[src/rtl/fetch_prefetch.sv]
// Instruction-fetch front end for the pipelined RV32 core.
// The block issues sequential word fetches and buffers the returned instructions
// with their PCs in a DEPTH-entry queue that feeds decode.
// A credit check keeps every in-flight response a guaranteed queue slot.
// On a redirect, responses still in flight are counted off and discarded.
module fetch_prefetch #(
  parameter int              XLEN     = 32,
  parameter int              DEPTH    = 4,
  parameter logic [XLEN-1:0] RESET_PC = '0
) (
  input  logic            clock,
  input  logic            reset,
  input  logic            fetch_en,
  output logic            imem_req_valid,
  input  logic            imem_req_ready,
  output logic [XLEN-1:0] imem_req_addr,
  input  logic            imem_resp_valid,
  input  logic [XLEN-1:0] imem_resp_data,
  input  logic            redirect,
  input  logic [XLEN-1:0] redirect_pc,
  output logic            out_valid,
  input  logic            out_ready,
  output logic [XLEN-1:0] out_pc,
  output logic [XLEN-1:0] out_instr,
  output logic            fault,
  output logic [XLEN-1:0] fault_pc
);

  localparam int CW = $clog2(DEPTH + 1);
  localparam int PW = $clog2(DEPTH);

  typedef enum logic {RUN, FAULT} state_t;

  state_t          state, state_nxt;
  logic [XLEN-1:0] fetch_pc, resp_pc, fault_pc_r;
  logic [CW-1:0]   occupancy, outstanding, drop_count;
  logic [PW-1:0]   rd_ptr, wr_ptr;
  logic            run_ok;

  logic [XLEN-1:0] pc_q    [DEPTH];
  logic [XLEN-1:0] instr_q [DEPTH];

  logic [CW:0]     credit_used;
  logic            req_fire, push, pop, target_aligned;
  logic [CW-1:0]   outstanding_nxt;

  // Slots already promised: queued entries plus live (non-discarded) requests.
  assign credit_used    = {1'b0, occupancy} + {1'b0, outstanding} - {1'b0, drop_count};
  assign target_aligned = (redirect_pc[1:0] == 2'b00);

  // run_ok holds off requests during the first cycle after reset release.
  assign imem_req_valid = run_ok && (state == RUN) && fetch_en && !redirect &&
                          (credit_used < (CW+1)'(DEPTH)) && (outstanding < CW'(DEPTH));
  assign imem_req_addr  = fetch_pc;
  assign req_fire       = imem_req_valid && imem_req_ready;

  // A redirect overrides both queue operations in its cycle.
  assign push = imem_resp_valid && (drop_count == '0) && !redirect && (state == RUN);
  assign pop  = out_valid && out_ready && !redirect;

  assign outstanding_nxt = outstanding + CW'(req_fire) - CW'(imem_resp_valid);

  // The head is visible straight from registered state; outputs are zero when empty.
  assign out_valid = (occupancy != '0);
  assign out_pc    = out_valid ? pc_q[rd_ptr]    : '0;
  assign out_instr = out_valid ? instr_q[rd_ptr] : '0;
  assign fault     = (state == FAULT);
  assign fault_pc  = fault_pc_r;

  // Next state: only a redirect moves between RUN and FAULT.
  always_comb begin
    state_nxt = state;
    if (redirect) begin
      state_nxt = target_aligned ? RUN : FAULT;
    end
  end

  // State register and all control counters, pointers and PCs.
  always_ff @(posedge clock or negedge reset) begin
    if (!reset) begin
      state       <= RUN;
      run_ok      <= 1'b0;
      fetch_pc    <= RESET_PC;
      resp_pc     <= RESET_PC;
      fault_pc_r  <= '0;
      occupancy   <= '0;
      outstanding <= '0;
      drop_count  <= '0;
      rd_ptr      <= '0;
      wr_ptr      <= '0;
    end else begin
      state       <= state_nxt;
      run_ok      <= 1'b1;
      outstanding <= outstanding_nxt;
      if (redirect) begin
        // Every request still in flight after this cycle returns stale data.
        drop_count <= outstanding_nxt;
        occupancy  <= '0;
        rd_ptr     <= '0;
        wr_ptr     <= '0;
        if (target_aligned) begin
          fetch_pc <= redirect_pc;
          resp_pc  <= redirect_pc;
        end else begin
          fault_pc_r <= redirect_pc;
        end
      end else begin
        if (imem_resp_valid && (drop_count != '0)) begin
          drop_count <= drop_count - CW'(1);
        end
        if (req_fire) begin
          fetch_pc <= fetch_pc + XLEN'(4);
        end
        if (push) begin
          resp_pc <= resp_pc + XLEN'(4);
          wr_ptr  <= wr_ptr + PW'(1);
        end
        if (pop) begin
          rd_ptr <= rd_ptr + PW'(1);
        end
        occupancy <= occupancy + CW'(push) - CW'(pop);
      end
    end
  end

  // Queue storage: the data path is written on push and needs no reset.
  always_ff @(posedge clock) begin
    if (push) begin
      pc_q[wr_ptr]    <= resp_pc;
      instr_q[wr_ptr] <= imem_resp_data;
    end
  end

  // The credit rule must make a push into a full queue impossible.
  push_when_full: assert property (@(posedge clock) disable iff (!reset)
                                   !(push && (occupancy == CW'(DEPTH))));

endmodule

[config.mk]
export PLATFORM = sky130hd
export DESIGN_NAME = fetch_prefetch
export DESIGN_NICKNAME = d
export VERILOG_FILES = /design/src/rtl/fetch_prefetch.sv
export SDC_FILE = /design/constraint.sdc
export NUM_CORES = 1
export LEC_CHECK = 0
export BUFFER_PORTS_ARGS = -buffer_cell sky130_fd_sc_hd__buf_2
export CORE_MARGIN = 2
export CORE_UTILIZATION = 42
export CTS_BUF_LIST = sky130_fd_sc_hd__clkbuf_16
export CTS_CLUSTER_SIZE = 25
export DETAILED_ROUTE_END_ITERATION = 10
export REMOVE_ABC_BUFFERS = 1
export SYNTH_ARGS = -nofsm -noshare
export SYNTH_HDL_FRONTEND = slang
export SYNTH_SLANG_ARGS = --single-unit
[constraint.sdc]
create_clock -name clock -period 4.7 [get_ports clock]
set_input_delay 0.235 -clock clock [delete_from_list [all_inputs] [get_ports clock]]
set_output_delay 0.235 -clock clock [all_outputs]
set_load 0.05 [all_outputs]
After elaboration in Yosys (flattened, before gate mapping)
Memories as Yosys holds them, arrays and structs flattened. Index checks and enable logic that the tools add are counted.

Add/subtract/negate cells: 11. $mul: 0. Divide/modulo/power cells: 0. $lt $le $gt $ge: 2. Eq/ne operators: 1. Shift-type cells: 0. Multiplexer cells: 17. Bitwise operators: 2. Reductions and logical operators: 24.

Operators with widths (number): 32-bit 2-to-1 mux (7); 32-bit by 3-bit adder with 32-bit output (second input constant) (2); 1-bit logical AND (12); 3-bit 2-to-1 mux (3); 2-bit 2-to-1 mux (4); 2-bit nonzero test (4); 3-bit by 1-bit adder with 3-bit output (2); 2-bit AND reduction (3); 3-bit nonzero test (2); 3-bit by 1-bit subtractor with 3-bit output (2); 2-bit by 1-bit adder with 2-bit output (second input constant) (2); 3-bit by 3-bit adder with 4-bit output (1); 4-bit by 3-bit < comparator with 1-bit output (second input constant) (1); 4-bit by 3-bit subtractor with 4-bit output (1); 3-bit zero test (1); 3-bit < comparator (second input constant) (1); 1-bit 2-to-1 mux (3); 3-bit by 1-bit subtractor with 3-bit output (second input constant) (1); 2-bit zero test (1); 2-bit by 1-bit inequality test with 1-bit output (second input constant) (1); 1-bit NOT (2); 1-bit zero test (1).

Register bits: 111. Bits in latches: 0. Memory bits (writable): 256. Memory bits (read-only): 0. Input bits: 71. Output and inout bits: 131. Word-level logic and storage cells: 69. Memories: 2.

Memories: instr_q (depth 4, width 32, rd ports 1, clocked after memory_dff 0, wr ports 1, RTL line 41) `logic [XLEN-1:0] instr_q [DEPTH];`; pc_q (depth 4, width 32, rd ports 1, clocked after memory_dff 0, wr ports 1, RTL line 40) `logic [XLEN-1:0] pc_q [DEPTH];`.

Longest topological paths before layout
Depth after elaboration: 10. Depth in mapped cells: 18. Mapped depth without buffers: 17.

Worst setup path before layout
OpenSTA, ideal clock, no wires.

Path kind: register to register. Start: register occupancy[1]. End: register drop_count[2]. Setup time: 0.136 ns. Arrival time: 3.553 ns. Setup slack: 1.011 ns. Cell stages (with the launch flop): 19. Cell sequence: dfrtp_1 inv_1 fa_1 inv_1 ha_1 and3b_1 nor4_1 o21a_1 clkinv_1 buf_2 ha_1 inv_1 ha_1 inv_1 fa_1 xnor2_1 xnor2_1 nand2_1 o21ai_0.

Cells in the longest elaborated chain, start to end: 9.

RTL lines: start: declaration (RTL line 36) `logic [CW-1:0] occupancy, outstanding, drop_count;`; start signal: assignment (RTL line 121) `occupancy <= occupancy + CW'(push) - CW'(pop);`; 3-bit by 3-bit adder with 4-bit output (RTL line 48) `assign credit_used = {1'b0, occupancy} + {1'b0, outstanding} - {1'b0, drop_count};`; 4-bit by 3-bit subtractor with 4-bit output (RTL line 48); 4-bit by 3-bit < comparator with 1-bit output (RTL line 53) `(credit_used < (CW+1)'(DEPTH)) && (outstanding < CW'(DEPTH));`; 1-bit logical AND (RTL line 52) `assign imem_req_valid = run_ok && (state == RUN) && fetch_en && !redirect &&`; 1-bit logical AND (RTL line 53); 1-bit logical AND (RTL line 55) `assign req_fire = imem_req_valid && imem_req_ready;`; 3-bit by 1-bit adder with 3-bit output (RTL line 61) `assign outstanding_nxt = outstanding + CW'(req_fire) - CW'(imem_resp_valid);`; 3-bit by 1-bit subtractor with 3-bit output (RTL line 61); net outstanding_nxt[2] (RTL line 45) `logic [CW-1:0] outstanding_nxt;`; 3-bit 2-to-1 mux (RTL line 95) `if (redirect) begin`; end signal: assignment (RTL line 97) `drop_count <= outstanding_nxt;`; end signal: assignment (RTL line 109) `drop_count <= drop_count - CW'(1);`; end: declaration (RTL line 36).

The timed path passes the listed nets, and every way through them passes these cells. A chain may end at the register's enable or synchronous reset.

Worst setup path after layout
Ends and elaborated chain as after synthesis.

==> results.yml <==
status:
  status: "completed"
cts:
  clock-sinks: 367
  root_buffer: "clkbuf_16"
  cts_max_path_buffers: 3
  path_clk_slew_ns: 0.06
  cts_tree: "done"
  cts_buffers: 40
  clk_latency_ns: 0.55
  cts_max_level: 2
  cts_post_setup_buffers_inserted: 0
setup_path:
  crit_end: "drop_count[2]"
  worst_ep_arrival_time_ns: 4.24
  rr_startpoint: "occupancy[1]"
  rrSetupSlack_ns: 0.92
  cp_max_fo: 17
  crit_top_cell: "inv_1"
  cp_data_required_time_ns: 5.16
  reg2regPathDepth: 18
  cp_num_buf_inv: 6
  critPathLaunch: "occupancy[1]"
  path_cells: "inv_1, fa_1, inv_1, ha_1, and3b_1, nor4_1, o21a_1, clkinv_1, buf_4, ha_1, inv_1, ha_1, inv_1, fa_1, xnor2_1, xnor2_1, nand2_1, o21ai_0"
  r2r-end: "drop_count[2]"
  cp_slowest_cell: "fa_1"
  critPathMaxStageDelay_ns: 0.55
  crit_path_end_kind: "flop"
  worstSetupStartpointType: "flop"
  critPathKind: "reg -> reg"
  path_delay_family: "adder cells"
  cp.depth: 18
logic_synthesis:
  synth_largest_area_cell: "edfxtp_1"
  post_synth.cell_area_avg_sq_um: 15.0
  synth_cell_types: 59
  ys_ff_latch: 367
  syn-instance-count: 1046
  ys_seq_area_frac: 0.665
  synthArstFlopShare: 0.302
  netlist_top_cells_area: "edfxtp_1 49%, dfrtp_1 18%, mux4_2 9.2%, and2_1 2.8%, mux2_2 2.2%"
  synth-edff-count: 256
  synth_top_area_frac: 0.488
  synth_warnings: 0
  synth-main-ff-cell: "edfxtp_1"
  syn_area_sq_um: 15700
sta:
  clock_skew_ns: 0.0149
  slew_headroom: 0.303
  finalSetupTns_ns: 0
  slew_violations: 0
  hold_viol: 0
  setup_violations: 0
  fin_crit_ns: 3.78
  post-route-period-util: 0.804
  max_freq_mhz: 265
  finalWorstSetupSlack_ns: 0.922
  max_slew.worst_pin.slew_ns: 1.05
  rsz0062_at_grt: "false"
finish:
  nets: 1384
  fin_util: 0.521
  register_area_sq_um: 10500
  antenna_cells: 0
  multi_input_area_sq_um: 4940
  area_delta_synth_final_pct: 21.8
  drive_gt1_frac: 0.297
  final.fill_count: 3133
route:
  num_vias: 9910
  routed_wl_um: 36800
  drc: 0
  ant_nets: 0
  wire_per_inst_um: 20.5
  drt_iter0_drc: 671
  vias_per_cell: 5.53
  firstDrtPassIters: 5
floorplan:
  fp.coreArea_sq_um: 36800
  die_h_um: 198
  die_w_um: 198
  num_rows: 70
  ios: 202
  start_util: 0.428
  dieArea_sq_um: 39000
global_routing:
  grt_pass1_wl_um: 57700
  antenna_found_initial: 4
  grt_usage: 0.192
  grt_max_degree: 72
  grt_pass1_vias: 10200
  overflow: 0
power_and_ir_drop:
  p_per_area_nw_per_um2: 538
  p_leak_nw: 7.27
  peakVddDrop_v: 0.000326
placement:
  dp_hpwl_um: 21900
  portBuffers: 201
  dp_slack_ns: 0.916
  globalplace.congestion: 0.818
run:
  drv_cap: 0
hold_path:
  hold_path_class: "in -> reg"
  hp-start: "redirect_pc[23]"
## routing by layer
metal	track usage	vias to the layer above	wire [um]
met3	0.0400	64	2480
met4	0.0454	6	626
met1	0.275	4966	16800
li1	-	4553	-
met5	0	-	35
met2	0.301	321	16800
## power breakdown
| group | switching [W] | internal (W) | leakage [nW] |
|---|---|---|---|
| Sequential | 0.000285 | 0.00365 | 3.74 |
| Combinational | 0.00209 | 0.000948 | 2.83 |
| Clock | 0.00129 | 0.00204 | 0.701 |
## stage by stage
step | hold slack [ns] | std cells | total power, W | cell area (sq um)
after floorplan | -0.0606 | 987 | 0.00622 | 15500
after global placement | 0.452 | 1669 | 0.00703 | 17200
after detailed placement | 0.453 | 1669 | 0.00705 | 17200
after CTS | 0.000300 | 1793 | 0.0104 | 19200
after global routing | 0.00816 | 1793 | 0.0108 | 19200
final | 0.0189 | 1793 | 0.0103 | 19200
## worst min-delay path by stage
stage	to	slack (ns)	depth (start not counted)
global route	fault_pc[23]	0.008	2
global placement	instr_q[0][15]	0.45	1
floorplan	drop_count[0]	-0.06	0
finish	fault_pc[23]	0.02	2
detailed placement	instr_q[1][9]	0.45	1
CTS	fault_pc[3]	0.0003	2
## synthesized netlist by cell type, drive strengths merged, types with 6 or more instances
| cell | n |
|---|---|
| buf | 18 |
| and4 | 10 |
| nand3 | 32 |
| inv | 32 |
| mux2i | 20 |
| nor2b | 7 |
| edfxtp | 256 |
| o21ai | 15 |
| a21oi | 37 |
| and3 | 11 |
| ha | 15 |
| mux2 | 31 |
| o22ai | 31 |
| nor2 | 46 |
| mux4 | 64 |
| a211oi | 12 |
| dfrtp | 111 |
| clkbuf | 41 |
| a31o | 6 |
| xnor2 | 7 |
| nand4 | 19 |
| nand2 | 44 |
| nor3 | 33 |
| and2 | 71 |
| nor4 | 15 |
## cell type report
cell class	count	area share
Multi-Input combinational cell	587	0.258
Tap cell	468	0.0305
Sequential cell	367	0.546
Inverter	33	0.00646
Clock inverter	32	0.0209
Clock buffer	41	0.0535
Timing Repair Buffer	265	0.0849
## repair_timing
action | in CTS | in global routing
gates resized for setup | 0 | 0
hold buffers | 51 | 0
endpoints found under the hold margin | 217 | 0
## flip-flops by register name, summed over array words and instances, names as in the netlist
name,count
instr_q,128
pc_q,128
fault_pc,32
imem_req_addr,32
resp_pc,32
drop_count,3
occupancy,3
outstanding,3
rd_ptr,2
wr_ptr,2
fault,1
run_ok,1
## layout by cell type (no fill, tap or decap), types with 6 or more instances in the layout
| master | instances |
|---|---|
| a211oi_1 | 12 |
| a21oi_1 | 37 |
| a31o_2 | 6 |
| and2_1 | 67 |
| and3_1 | 11 |
| and4_1 | 10 |
| buf_2 | 200 |
| buf_4 | 13 |
| bufinv_16 | 8 |
| clkbuf_16 | 41 |
| clkinv_1 | 8 |
| dfrtp_1 | 109 |
| dlygate4sd3_1 | 51 |
| edfxtp_1 | 256 |
| ha_1 | 15 |
| inv_1 | 38 |
| mux2_2 | 31 |
| mux2i_1 | 20 |
| mux4_2 | 64 |
| nand2_1 | 44 |
| nand3_1 | 32 |
| nand4_1 | 18 |
| nor2_1 | 46 |
| nor2b_1 | 7 |
| nor3_1 | 33 |
| nor4_1 | 15 |
| o21ai_0 | 14 |
| o22ai_1 | 31 |
| xnor2_1 | 7 |
## logic make-up (layout without fill, tap and decap cells)
family          after synthesis  count (layout)  share of synthesized area
mux                         115             115                      0.126
compound gates              137             137                     0.0577
simple gates                306             306                      0.106
fa+ha+maj                    19              19                     0.0170
flops                       367             367                      0.665
xor+xnor                      9               9                    0.00501
other cells                   1               1                   0.000238
buf+inv                      92             371                     0.0227
No activity file was read; power rests on OpenSTA's default activity.
